$ cat config.mk
export PLATFORM = sky130hd
export DESIGN_NAME = ycfg_sequencer_flat
export DESIGN_NICKNAME = d
export VERILOG_FILES = /design/src/rtl/morphle_pkg.sv /design/src/rtl/ycfg_sequencer_if.sv /design/src/rtl/ycfg_fifo.sv /design/src/rtl/ycfg_sequencer.sv /design/src/flat_wrapper.sv
export SDC_FILE = /design/constraint.sdc
export NUM_CORES = 1
export LEC_CHECK = 0
export ABC_AREA = 1
export CAP_MARGIN = 30
export CORE_ASPECT_RATIO = 0.75
export CORE_UTILIZATION = 55
export CTS_CLUSTER_DIAMETER = 50
export DETAILED_ROUTE_END_ITERATION = 10
export HOLD_SLACK_MARGIN = 0.02
export MAX_ROUTING_LAYER = met4
export PLACE_DENSITY = 0.94
export SLEW_MARGIN = 25
export SYNTH_ARGS = -nofsm -noshare
export SYNTH_HDL_FRONTEND = slang
export SYNTH_SLANG_ARGS = --single-unit
export TNS_END_PERCENT = 30
$ cat constraint.sdc
create_clock -name wb_clk_i -period 5.79 [get_ports wb_clk_i]
set_input_delay 1.4475 -clock wb_clk_i [delete_from_list [all_inputs] [get_ports wb_clk_i]]
set_output_delay 1.4475 -clock wb_clk_i [all_outputs]
set_load 0.05 [all_outputs]
$ cat src/rtl/morphle_pkg.sv
// Shared definitions for the yblock configuration sequencer.
// Default geometry, timing constants and the sequencer state type.
package morphle_pkg;

  localparam int DEF_BLOCKWIDTH  = 16;
  localparam int DEF_BLOCKHEIGHT = 16;
  localparam int DEF_FIFO_DEPTH  = 4;
  localparam int DEF_CCLK_HALF   = 2;
  localparam int DEF_RST_CYCLES  = 2;

  typedef enum logic [2:0] {
    S_IDLE,
    S_RESET,
    S_WAIT,
    S_SETUP,
    S_HIGH,
    S_DONE
  } seq_state_t;

endpackage

$ cat src/rtl/ycfg_sequencer_if.sv
// Config word handshake: word_valid/word_data offered, word_ready back.
// master = word source (host side), slave = sequencer.
interface ycfg_sequencer_if #(
  parameter int W = 16
);

  logic         word_valid;
  logic [W-1:0] word_data;
  logic         word_ready;

  modport master (
    output word_valid,
    output word_data,
    input  word_ready
  );

  modport slave (
    input  word_valid,
    input  word_data,
    output word_ready
  );

endinterface

$ cat src/rtl/ycfg_fifo.sv
// Synchronous word FIFO with flush; DEPTH must be a power of two.
// Ports: clk/rst, flush, push/din, pop/dout, count, full, empty.
module ycfg_fifo #(
  parameter int W     = 16,
  parameter int DEPTH = 4,
  parameter int CW    = $clog2(DEPTH + 1)
) (
  input  logic          clk,
  input  logic          rst,
  input  logic          flush,
  input  logic          push,
  input  logic [W-1:0]  din,
  input  logic          pop,
  output logic [W-1:0]  dout,
  output logic [CW-1:0] count,
  output logic          full,
  output logic          empty
);

  localparam int AW = (DEPTH > 1) ? $clog2(DEPTH) : 1;

  logic [W-1:0]  mem [DEPTH];
  logic [AW-1:0] wp;
  logic [AW-1:0] rp;

  assign dout  = mem[rp];
  assign full  = (count == CW'(DEPTH));
  assign empty = (count == '0);

  always_ff @(posedge clk) begin
    if (push && !flush) begin
      mem[wp] <= din;
    end
  end

  always_ff @(posedge clk or posedge rst) begin
    if (rst) begin
      wp    <= '0;
      rp    <= '0;
      count <= '0;
    end else if (flush) begin
      wp    <= '0;
      rp    <= '0;
      count <= '0;
    end else begin
      if (push) begin
        wp <= wp + AW'(1);
      end
      if (pop) begin
        rp <= rp + AW'(1);
      end
      if (push && !pop) begin
        count <= count + CW'(1);
      end else if (pop && !push) begin
        count <= count - CW'(1);
      end
    end
  end

endmodule

$ cat src/rtl/ycfg_sequencer.sv
// Loads config rows into a yblock chain with a generated two-phase confclk.
// Ports: wb_clk_i/wb_rst_i, start/abort, word (slave), yblock cfg, readback, status.
module ycfg_sequencer
  import morphle_pkg::*;
#(
  parameter int BLOCKWIDTH  = DEF_BLOCKWIDTH,
  parameter int BLOCKHEIGHT = DEF_BLOCKHEIGHT,
  parameter int FIFO_DEPTH  = DEF_FIFO_DEPTH,
  parameter int CCLK_HALF   = DEF_CCLK_HALF,
  parameter int RST_CYCLES  = DEF_RST_CYCLES
) (
  input  logic                   wb_clk_i,
  input  logic                   wb_rst_i,
  input  logic                   start,
  input  logic                   abort,
  ycfg_sequencer_if.slave        word,
  output logic                   cfg_reset,
  output logic                   confclk,
  output logic [BLOCKWIDTH-1:0]  cfgin,
  input  logic [BLOCKWIDTH-1:0]  cfgout,
  output logic                   rb_valid,
  output logic [BLOCKWIDTH-1:0]  rb_data,
  output logic                   busy,
  output logic                   done,
  output logic [$clog2(BLOCKHEIGHT+1)-1:0] rows_done
);

  localparam int RW   = $clog2(BLOCKHEIGHT + 1);
  localparam int PMAX = (CCLK_HALF > RST_CYCLES) ? CCLK_HALF : RST_CYCLES;
  localparam int PW   = $clog2(PMAX + 1);
  localparam int CW   = $clog2(FIFO_DEPTH + 1);

  seq_state_t state;
  seq_state_t state_n;

  logic [PW-1:0]         ph;
  logic                  ph_last;
  logic                  push;
  logic                  pop;
  logic                  cap;
  logic                  inc;
  logic                  clr;
  logic                  full;
  logic                  empty;
  logic [CW-1:0]         count;
  logic [BLOCKWIDTH-1:0] head;

  // ready reflects the pre-pop fill; a word offered with abort is dropped
  assign word.word_ready = !full;
  assign push = word.word_valid && !full && !abort;

  ycfg_fifo #(
    .W     (BLOCKWIDTH),
    .DEPTH (FIFO_DEPTH)
  ) u_fifo (
    .clk   (wb_clk_i),
    .rst   (wb_rst_i),
    .flush (abort),
    .push  (push),
    .din   (word.word_data),
    .pop   (pop),
    .dout  (head),
    .count (count),
    .full  (full),
    .empty (empty)
  );

  assign ph_last = (state == S_RESET) ?
                   (ph == PW'(RST_CYCLES - 1)) :
                   (ph == PW'(CCLK_HALF - 1));

  assign busy     = (state != S_IDLE);
  assign done     = (state == S_DONE);
  assign rb_valid = (state == S_HIGH) && (ph == '0);

  always_comb begin
    state_n = state;
    pop     = 1'b0;
    cap     = 1'b0;
    inc     = 1'b0;
    clr     = 1'b0;
    unique case (state)
      S_IDLE: begin
        if (start) begin
          state_n = S_RESET;
          clr     = 1'b1;
        end
      end
      S_RESET: begin
        if (ph_last) state_n = S_WAIT;
      end
      S_WAIT: begin
        if (!empty) begin
          pop     = 1'b1;
          state_n = S_SETUP;
        end
      end
      S_SETUP: begin
        if (ph_last) begin
          cap     = 1'b1;
          state_n = S_HIGH;
        end
      end
      S_HIGH: begin
        if (ph_last) begin
          inc = 1'b1;
          if (rows_done == RW'(BLOCKHEIGHT - 1)) begin
            state_n = S_DONE;
          end else if (count != '0) begin
            pop     = 1'b1;
            state_n = S_SETUP;
          end else begin
            state_n = S_WAIT;
          end
        end
      end
      S_DONE: state_n = S_IDLE;
      default: state_n = S_IDLE;
    endcase
    // abort wins over everything, including the row count of the current row
    if (abort) begin
      state_n = S_IDLE;
      pop     = 1'b0;
      cap     = 1'b0;
      inc     = 1'b0;
      clr     = 1'b0;
    end
  end

  always_ff @(posedge wb_clk_i or posedge wb_rst_i) begin
    if (wb_rst_i) begin
      state     <= S_IDLE;
      ph        <= '0;
      rows_done <= '0;
      cfgin     <= '0;
      rb_data   <= '0;
      confclk   <= 1'b0;
      cfg_reset <= 1'b0;
    end else begin
      state <= state_n;
      ph    <= (state_n != state) ? '0 : ph + PW'(1);
      if (clr) begin
        rows_done <= '0;
      end else if (inc) begin
        rows_done <= rows_done + RW'(1);
      end
      if (pop) cfgin <= head;
      if (cap) rb_data <= cfgout;
      // decoded from next state so both pins come straight from flops
      confclk   <= (state_n == S_HIGH);
      cfg_reset <= (state_n == S_RESET);
    end
  end

endmodule

$ cat src/flat_wrapper.sv
// flat-port wrapper written by rule: the top's interface ports become plain ports
module ycfg_sequencer_flat import morphle_pkg::*;
#(
  parameter int BLOCKWIDTH  = DEF_BLOCKWIDTH,
  parameter int BLOCKHEIGHT = DEF_BLOCKHEIGHT,
  parameter int FIFO_DEPTH  = DEF_FIFO_DEPTH,
  parameter int CCLK_HALF   = DEF_CCLK_HALF,
  parameter int RST_CYCLES  = DEF_RST_CYCLES
)
  (wb_clk_i, wb_rst_i, start, abort, cfg_reset, confclk, cfgin, cfgout, rb_valid, rb_data, busy, done, rows_done, word_word_valid, word_word_data, word_word_ready);
  ycfg_sequencer_if #(.W((16))) word_i ();
  input  logic wb_clk_i;
  input  logic wb_rst_i;
  input  logic start;
  input  logic abort;
  output logic cfg_reset;
  output logic confclk;
  output logic [BLOCKWIDTH-1:0] cfgin;
  input  logic [BLOCKWIDTH-1:0] cfgout;
  output logic rb_valid;
  output logic [BLOCKWIDTH-1:0] rb_data;
  output logic busy;
  output logic done;
  output logic [$clog2(BLOCKHEIGHT+1)-1:0] rows_done;
  input wire logic [$bits(word_i.word_valid)-1:0] word_word_valid;
  input wire logic [$bits(word_i.word_data)-1:0] word_word_data;
  output wire logic [$bits(word_i.word_ready)-1:0] word_word_ready;
  assign word_i.word_valid = word_word_valid;
  assign word_i.word_data = word_word_data;
  assign word_word_ready = word_i.word_ready;
  ycfg_sequencer #(.BLOCKWIDTH(BLOCKWIDTH), .BLOCKHEIGHT(BLOCKHEIGHT), .FIFO_DEPTH(FIFO_DEPTH), .CCLK_HALF(CCLK_HALF), .RST_CYCLES(RST_CYCLES)) u_core (.wb_clk_i(wb_clk_i), .wb_rst_i(wb_rst_i), .start(start), .abort(abort), .word(word_i), .cfg_reset(cfg_reset), .confclk(confclk), .cfgin(cfgin), .cfgout(cfgout), .rb_valid(rb_valid), .rb_data(rb_data), .busy(busy), .done(done), .rows_done(rows_done));
endmodule
==> impl_metrics.yaml, run 1 <==
timing:
  rsz0062_at_grt: "no"
  finalCriticalPeriod_ns: 3.641
  holdWs_ns: 0.4662
  drv_slew: 0
  period_share: 0.6289
  finalSetupTns_ns: 0
  worst_pin_slew_ns: 0.7333
  timing.slew.headroom: 0.5093
  hold_viol_final: 0
  clock_skew_ns: 0.009840
  finalSetupViolations: 0
  clock.fmax_mhz: 274.6
pwr:
  p_per_area_nw_per_um2: 458.9
  irDropWorstVdd_uv: 335.0
  finalPower_mw: 2.875
  p_leak_nw: 2.677
routing:
  firstDrtPassIters: 5
  routed_wl_mm: 12.27
  avgRoutedWirePerCell_um: 18.61
  vias: 3878
  drcViolationCount: 0
  routed_via_density: 5.885
  drt_iter0_drc: 391
  detail-route-antenna-nets: 0
yosys:
  yosysWarningCount: 0
  synthCells: 451
  synthMuxAreaShare: 0
  synth_xor_area_frac: 0.005449
  synthAdderAreaFrac: 0.02491
  synth.avg_cell_area_um2: 10.69
  synth_top_area_cell: "edfxtp_1"
  synthSimpleGateAreaFrac: 0.1847
  syn_nets: 497
  yosysSeqAreaShare: 0.6632
  syn_area_um2: 4822
  yosys.cell_types.count: 32
  synth_top_family_by_area: "simple AND/OR/NAND/NOR gates"
  synth.area.top_cells: "edfxtp_1 (40%), dfrtp_1 (26%), nand2_1 (8.9%), o21ai_0 (3.9%), nor2_1 (3.9%)"
  yosys.area.top_type_share: 0.3985
  ys_ff_latch: 115
  synth-compound-area-share: 0.07265
cts:
  clock_sinks: 115
  cts_tree: "yes"
  clockBufferDepth: 2
  cts_root_buffer: "clkbuf_16"
  cts_setup_buffers: 0
  cts_max_level: 4
  cts.clk_slew.worst_paths_ns: 0.06
  ctsHoldBuffers: 0
  cts_made_buffers: 17
  ctsResizeCount: 0
  clk_latency_ns: 0.42
cells_and_area:
  area_growth_pct: 29.92
  nNetsFinal: 584
  instances_no_fill: 659
  n_antenna_cell: 0
  final_common_cell: "nand2_1"
  layout_common_cells: "nand2_1 (114), clkdlybuf4s50_1 (79), edfxtp_1 (64)"
  drive_above_1_share: 0.09437
run:
  drv_cap: 0
global_routing:
  use_met1: 0.3692
  grt_first_pass_wirelength_mm: 19.64
  grt_start_max_net_pins: 52
  busiest_layer: "met2"
  grt_pass1_vias: 3934
  track_usage: 0.3039
  met2_usage: 0.4403
  antenna_found_initial: 0
  grt_overflow: 0
  gr-usage-met3: 0.1005
critical_path:
  rr_endpoint: "u_core.rb_data[12]"
  rr_worst_depth: 13
  cp_data_required_time_ns: 4.34
  timing.rr.start: "u_core.rows_done[0]"
  setup.worst_path.end_class: "output pin"
  critPathMaxStageDelay_ns: 0.84
  crit_fanout: 26
  worst-setup-path-type: "flip-flop to output pin"
  cp_top_family: "buffers and inverters"
  worstPathCellList: "inv_2 > nor3_1 > clkdlybuf4s50_1"
  startpoint_type: "flip-flop"
  critPathArrivalTime_ns: 2.19
  slowest_stage: "clkdlybuf4s50_1"
  r2r_setup_slack_ns: 2.77
  crit_buf_inv: 2
die:
  initial_utilization: 0.5679
  core_area_um2: 8491
  die_area_um2: 9150
  die_h_um: 83.09
  die_w_um: 110.1
  ios: 80
  core.rowCount: 29
run_status:
  status: "finished clean"
placed_design:
  dpl.hpwl_mm: 7.313
  gp_congestion: 0.9450
  port_buffers: 79
  placed_cells: 625
min_path:
  min_from: "u_core.ph[0]"
  hold_depth: 1
  worstHoldEndpoint: "u_core.ph[0]"
  hp-class: "flip-flop to flip-flop"
-- registers in the layout (all words and copies together), names as in the netlist --
signal,cells
u_core.u_fifo.rp,2
u_core.state,3
u_core.rows_done,5
u_core.cfg_reset,1
u_core.confclk,1
u_core.u_fifo.count,3
u_core.ph,2
u_core.rb_data,16
u_core.u_fifo.wp,2
u_core.u_fifo.mem,64
u_core.cfgin,16
-- synthesized netlist by cell type, drive strengths merged --
master	count
xor2	2
o21ai	40
edfxtp	64
dfrtp	51
nor3	6
nand2	118
buf	9
inv	33
o22ai	18
nand3	30
nand4	1
a21oi	6
ha	8
xnor2	1
nor3b	1
fa	1
nor2	53
nand3b	1
clkbuf	8
-- power breakdown --
group          internal, mW  switching (mW)  total (mW)
Sequential            0.992          0.0729        1.06
Clock                 0.567           0.425       0.993
Combinational         0.261           0.557       0.818
Total                  1.82            1.05        2.87
-- cell type report --
type | count | area, um2
clock buffer | 17 | 425.4
clock inverter | 15 | 136.4
fill | 524 | 2226
inverter | 33 | 131.4
multi-input combinational | 286 | 1388
sequential | 115 | 3198
tap | 108 | 135.1
timing repair buffer | 85 | 850.8
-- through the flow --
stage	setup WS [ns]	instance area, um2	utilization
4_1_cts	2.166	6235	0.7343
6_report	2.149	6265	0.7378
2_1_floorplan	2.404	4822	-
3_5_place_dp	1.963	5673	0.6681
3_3_place_gp	2.096	5670	0.6678
5_1_grt	2.083	6265	0.7378
-- routing by layer --
metal	wire [um]	up-vias
met5	0	-
met4	562	0
met3	1147	70
met2	5777	279
met1	4780	1833
li1	-	1696
-- how the worst max path moves through the flow --
stage	startpoint	to	slack [ns]	cells past startpoint
after global placement	abort	u_core.u_fifo.mem[2][10]	2.10	5
after detailed placement	abort	u_core.u_fifo.mem[3][13]	1.96	5
after global routing	u_core.state[2]	done	2.08	3
final	u_core.state[2]	done	2.15	3
after CTS	u_core.state[2]	done	2.17	3
after floorplan	u_core.state[2]	done	2.40	4
-- cells by family after synthesis --
kind of cell / Yosys count
adder cells (fa/ha/maj): 9
AO/OA/AOI/OAI: 64
XOR/XNOR: 3
flip-flops: 115
AND/OR/NAND/NOR: 210
buffers and inverters: 50
Note: power is estimated with default switching activity, not from simulation.
==> inputs of run 2 (changes only) <==
--- a/config.mk
+++ b/config.mk
@@ -8,12 +8,12 @@
 export ABC_AREA = 1
 export CAP_MARGIN = 30
 export CORE_ASPECT_RATIO = 0.75
-export CORE_UTILIZATION = 55
+export CORE_UTILIZATION = 48
 export CTS_CLUSTER_DIAMETER = 50
 export DETAILED_ROUTE_END_ITERATION = 10
 export HOLD_SLACK_MARGIN = 0.02
 export MAX_ROUTING_LAYER = met4
-export PLACE_DENSITY = 0.94
+export PLACE_DENSITY = 0.88
 export SLEW_MARGIN = 25
 export SYNTH_ARGS = -nofsm -noshare
 export SYNTH_HDL_FRONTEND = slang
==> constraint.sdc (replaced) <==
create_clock -name wb_clk_i -period 3.3 [get_ports wb_clk_i]
set_input_delay 0.825 -clock wb_clk_i [delete_from_list [all_inputs] [get_ports wb_clk_i]]
set_output_delay 0.825 -clock wb_clk_i [all_outputs]
set_load 0.05 [all_outputs]
==> run 2 against run 1 <==
Effect of this change:
- flip-flop and latch count unchanged
- non-clock buffer count increased by 5
- register-to-register slack got worse by 2.0 ns
- via count decreased by 8.9%
- sequential power increased by 75%
- worst setup slack got worse by 1.8 ns
- largest power group unchanged
==> impl_metrics.yaml, run 2 (synthesis gave the netlist of run 1 again) <==
run_status:
  status: "finished clean"
cts:
  clock_sinks: 115
  cts_setup_buffers: 0
  cts_tree: "yes"
  clockBufferDepth: 2
  cts.clk_slew.worst_paths_ns: 0.05
  cts_root_buffer: "clkbuf_16"
  ctsResizeCount: 0
  cts_max_level: 4
  clk_latency_ns: 0.41
  ctsHoldBuffers: 0
  cts_made_buffers: 17
critical_path:
  cp_top_family: "buffers and inverters"
  cp.depth: 3
  rr_worst_depth: 15
  crit_fanout: 26
  critPathMaxStageDelay_ns: 0.84
  crit_buf_inv: 2
  cp_data_required_time_ns: 2.47
  worstPathCellList: "inv_2 > nor3_1 > clkdlybuf4s50_1"
  r2r_setup_slack_ns: 0.76
  startpoint_type: "flip-flop"
  critPathArrivalTime_ns: 2.15
  setup.worst_path.end_class: "output pin"
  rr_endpoint: "u_core.u_fifo.count[2]"
  timing.rr.start: "u_core.rows_done[0]"
  slowest_stage: "clkdlybuf4s50_1"
  worst-setup-path-type: "flip-flop to output pin"
cells_and_area:
  instances_no_fill: 688
  top_regs: "u_core.u_fifo.mem (64), u_core.cfgin (16), u_core.rb_data (16)"
  area_growth_pct: 32.02
  final_common_cell: "nand2_1"
  largest_reg_flops: 64
  drive_above_1_share: 0.1007
  regMostFlops: "u_core.u_fifo.mem"
  regArea_um2: 3198
  n_antenna_cell: 0
  multi_input_area_um2: 1388
  layout_common_cells: "nand2_1 (114), clkdlybuf4s50_1 (79), edfxtp_1 (64)"
  fillers: 697
  nNetsFinal: 589
die:
  die_area_um2: 10450
  die_w_um: 117.7
  die_h_um: 88.80
  core_area_um2: 9697
  core.rowCount: 31
  ios: 80
  initial_utilization: 0.4973
global_routing:
  track_usage: 0.2231
  met2_usage: 0.3556
  grt_start_max_net_pins: 35
  grt_first_pass_wirelength_mm: 16.88
  grt_pass1_vias: 3488
  antenna_found_initial: 0
  gr-usage-met3: 0.05348
  busiest_layer: "met2"
  use_met1: 0.2724
  grt_overflow: 0
timing:
  timing.slew.headroom: 0.6094
  worst_pin_slew_ns: 0.5850
  finalCriticalPeriod_ns: 2.971
  finalSetupViolations: 0
  clock_skew_ns: 0.008814
  clock.fmax_mhz: 336.6
  rsz0062_at_grt: "no"
  timing.final.ws_setup_ns: 0.3294
  hold_viol_final: 0
  finalSetupTns_ns: 0
  drv_slew: 0
  period_share: 0.9002
  holdWs_ns: 0.4615
min_path:
  hp-class: "flip-flop to flip-flop"
  worstHoldEndpoint: "u_core.ph[0]"
  min_from: "u_core.ph[0]"
  hold_depth: 1
placed_design:
  dpl.hpwl_mm: 6.708
  placed_cells: 655
  gp_congestion: 0.8730
  port_buffers: 79
  dp_slack_ns: 0.4288
pwr:
  p_int_mw: 3.341
  p_per_area_nw_per_um2: 799.8
  combPwrFrac: 0.279
  p_clk_frac: 0.356
  irDropWorstVdd_uv: 339.5
  switchingPower_mw: 1.751
  p_leak_nw: 2.718
  switching_share: 0.3438
  seqPwrFrac: 0.365
routing:
  drcViolationCount: 0
  firstDrtPassIters: 5
  avgRoutedWirePerCell_um: 15.82
  drt_iter0_drc: 228
  routed_via_density: 5.135
  vias: 3533
  routed_wl_mm: 10.89
  detail-route-antenna-nets: 0
run:
  drv_cap: 0
## run 2: cell types whose count changed in the layout (fill, tap and decap cells not counted), sizes merged
cell	before	now
buf	6	11
bufinv	0	2
clkbuf	17	18
clkinv	1	7
inv	45	36
## run 2: worst register-to-register path, stage by stage (launching register included)
cell	delay [ns]
dfrtp_1	0.42
ha_1	0.21
inv_1	0.08
nor3_1	0.06
ha_1	0.19
inv_1	0.06
nand2_1	0.09
nor2_4	0.15
o21ai_1	0.11
nand2_1	0.12
inv_1	0.06
fa_1	0.38
xnor2_1	0.18
xor2_1	0.19
nand2_1	0.11
nand2_1	0.08
## run 2: worst max-delay path by stage
| stage | startpoint | end | slack, ns |
|---|---|---|---|
| after global routing | u_core.state[2] | done | 0.25 |
| after floorplan | u_core.state[2] | done | 0.54 |
| after detailed placement | abort | u_core.u_fifo.count[2] | 0.43 |
| after CTS | u_core.state[2] | done | 0.34 |
| final | u_core.state[2] | done | 0.33 |
| after global placement | abort | u_core.u_fifo.count[2] | 0.53 |
## run 2: layer usage
metal	wire, um	share of wire	up-vias
met5	0	0	-
met4	156	0.014	0
met3	562	0.052	19
met2	5285	0.49	113
met1	4881	0.45	1698
li1	-	-	1703
## run 2: through the flow
| stage | power (mW) | util | cell area [um2] |
|---|---|---|---|
| floorplan | 2.800 | - | 4822 |
| global placement | 3.237 | 0.5925 | 5746 |
| detailed placement | 3.288 | 0.5925 | 5746 |
| CTS | 5.104 | 0.6537 | 6339 |
| global route | 5.303 | 0.6565 | 6366 |
| finish | 5.092 | 0.6565 | 6366 |
## run 2: power groups by stage
stage | Sequential [mW] | Clock (mW) | Combinational, mW
after floorplan | 2.35 | 0 | 0.446
after global placement | 1.87 | 0 | 1.36
after detailed placement | 1.88 | 0 | 1.41
after CTS | 1.86 | 1.83 | 1.42
after global routing | 1.88 | 1.90 | 1.52
final | 1.86 | 1.81 | 1.42
## run 2: final cells by class
class,count,area share
flip-flops and latches,115,0.5024
multi-input cells,286,0.2180
repair buffers,90,0.1403
clock buffers,18,0.06899
well taps,132,0.02594
clock inverters,14,0.02417
inverters,33,0.02024
==> inputs of run 3 (changes only) <==
--- a/config.mk
+++ b/config.mk
@@ -7,13 +7,17 @@
 export LEC_CHECK = 0
 export ABC_AREA = 1
 export CAP_MARGIN = 30
+export CELL_PAD_IN_SITES_DETAIL_PLACEMENT = 0
+export CELL_PAD_IN_SITES_GLOBAL_PLACEMENT = 1
 export CORE_ASPECT_RATIO = 0.75
-export CORE_UTILIZATION = 48
+export CORE_UTILIZATION = 37
 export CTS_CLUSTER_DIAMETER = 50
+export CTS_CLUSTER_SIZE = 25
 export DETAILED_ROUTE_END_ITERATION = 10
 export HOLD_SLACK_MARGIN = 0.02
 export MAX_ROUTING_LAYER = met4
-export PLACE_DENSITY = 0.88
+export PLACE_DENSITY = 0.87
+export SETUP_SLACK_MARGIN = 0.05
 export SLEW_MARGIN = 25
 export SYNTH_ARGS = -nofsm -noshare
 export SYNTH_HDL_FRONTEND = slang
==> run 3 against run 2 <==
Effect of this change:
- critical path depth up 1
- worst setup slack gained 0.021 ns
- largest power group is now the clock network
- design area grew 0.86%
- combinational power about the same
- sequential power about the same
==> impl_metrics.yaml, run 3 (synthesis gave the netlist of run 1 again) <==
run_status:
  status: "finished clean"
timing:
  clock.fmax_mhz: 339.0
  worst_pin_slew_ns: 0.6734
  timing.slew.headroom: 0.5511
  rsz0062_at_grt: "no"
  clock_skew_ns: 0.007669
  period_share: 0.8939
  hold_viol_final: 0
  finalSetupViolations: 0
  drv_slew: 0
  finalCriticalPeriod_ns: 2.950
  finalSetupTns_ns: 0
die:
  ios: 80
  die_w_um: 133.8
  die_h_um: 100.9
  core.rowCount: 35
  die_area_um2: 13500
  initial_utilization: 0.3864
  core_area_um2: 12480
cts:
  cts_tree: "yes"
  cts_made_buffers: 17
  ctsHoldBuffers: 0
  clk_latency_ns: 0.40
  cts_setup_buffers: 0
  ctsResizeCount: 0
  clockBufferDepth: 2
  clock_sinks: 115
  cts_root_buffer: "clkbuf_16"
  cts_max_level: 4
  cts.clk_slew.worst_paths_ns: 0.05
critical_path:
  worst-setup-path-type: "flip-flop to output pin"
  cp_data_required_time_ns: 2.47
  crit_fanout: 8
  critPathArrivalTime_ns: 2.12
  startpoint_type: "flip-flop"
  r2r_setup_slack_ns: 0.67
  setup.worst_path.end_class: "output pin"
  rr_endpoint: "u_core.rb_data[10]"
  timing.rr.start: "u_core.rows_done[0]"
  rr_worst_depth: 13
placed_design:
  port_buffers: 79
  dpl.hpwl_mm: 6.758
  gp_congestion: 0.7947
run:
  drv_cap: 0
min_path:
  worstHoldEndpoint: "u_core.ph[0]"
  hold_depth: 1
  hp-class: "flip-flop to flip-flop"
  min_from: "u_core.ph[0]"
routing:
  firstDrtPassIters: 6
  routed_via_density: 4.812
  routed_wl_mm: 10.33
  vias: 3460
  detail-route-antenna-nets: 0
  drcViolationCount: 0
  avgRoutedWirePerCell_um: 14.37
  drt_iter0_drc: 193
cells_and_area:
  area_growth_pct: 33.16
  final_common_cell: "nand2_1"
  n_antenna_cell: 0
  nNetsFinal: 586
  fin_util: 0.5145
  drive_above_1_share: 0.09222
  layout_common_cells: "nand2_1 (114), clkdlybuf4s50_1 (79), edfxtp_1 (64)"
  largest_reg_flops: 64
  top_regs: "u_core.u_fifo.mem (64), u_core.cfgin (16), u_core.rb_data (16)"
  regMostFlops: "u_core.u_fifo.mem"
global_routing:
  grt_overflow: 0
  antenna_found_initial: 0
  grt_first_pass_wirelength_mm: 17.09
  grt_pass1_vias: 3471
  track_usage: 0.1702
  grt_start_max_net_pins: 52
pwr:
  irDropWorstVdd_uv: 430.8
  p_leak_nw: 2.721
  p_per_area_nw_per_um2: 806.4
-- run 3: worst max-delay path by stage --
stage | endpoint | cells past startpoint | start | slack (ns)
after global routing | u_core.rb_data[9] | 13 | u_core.rows_done[0] | 0.18
after global placement | u_core.rb_data[1] | 8 | abort | 0.37
after CTS | rb_valid | 4 | u_core.state[1] | 0.33
final | rb_valid | 4 | u_core.state[1] | 0.35
after floorplan | done | 4 | u_core.state[2] | 0.54
after detailed placement | u_core.rb_data[10] | 8 | abort | 0.28
-- run 3: layer usage --
layer	global-route usage	up-vias	wire [um]
met4	0.06381	0	68
li1	-	1703	-
met1	0.2225	1649	4982
met3	0.04575	6	600
met5	-	-	0
met2	0.2539	102	4679
-- run 3: area by class of cell --
type,count,area (um2)
fill,1096,6060
sequential,115,3198
multi-input combinational,286,1388
timing repair buffer,87,870.8
clock buffer,22,474.2
tap,166,207.7
clock inverter,10,153.9
inverter,33,128.9
-- run 3: per-stage QoR --
| stage | hold WS (ns) | std cells | power, mW | instance area, um2 | setup WS (ns) |
|---|---|---|---|---|---|
| after floorplan | 0.4287 | 451 | 2.800 | 4822 | 0.5367 |
| after global placement | 0.4421 | 686 | 3.253 | 5766 | 0.3666 |
| after detailed placement | 0.4631 | 686 | 3.287 | 5766 | 0.2816 |
| after CTS | 0.4691 | 718 | 5.215 | 6394 | 0.3291 |
| after global routing | 0.4862 | 719 | 5.402 | 6421 | 0.1803 |
| final | 0.4666 | 719 | 5.178 | 6421 | 0.3501 |
-- run 3: report_power, final --
part	internal [mW]	switching, mW	total [mW]
combinational	0.461	0.939	1.40
sequential	1.74	0.119	1.86
clock	1.32	0.602	1.92
-- run 3: worst max-delay path, cell delays in order (launching register included) --
cell and delay, ns:
dfrtp_1 0.49, nor2_4 0.21, nand2_4 0.10, nor2_1 0.11, clkdlybuf4s50_1 0.81
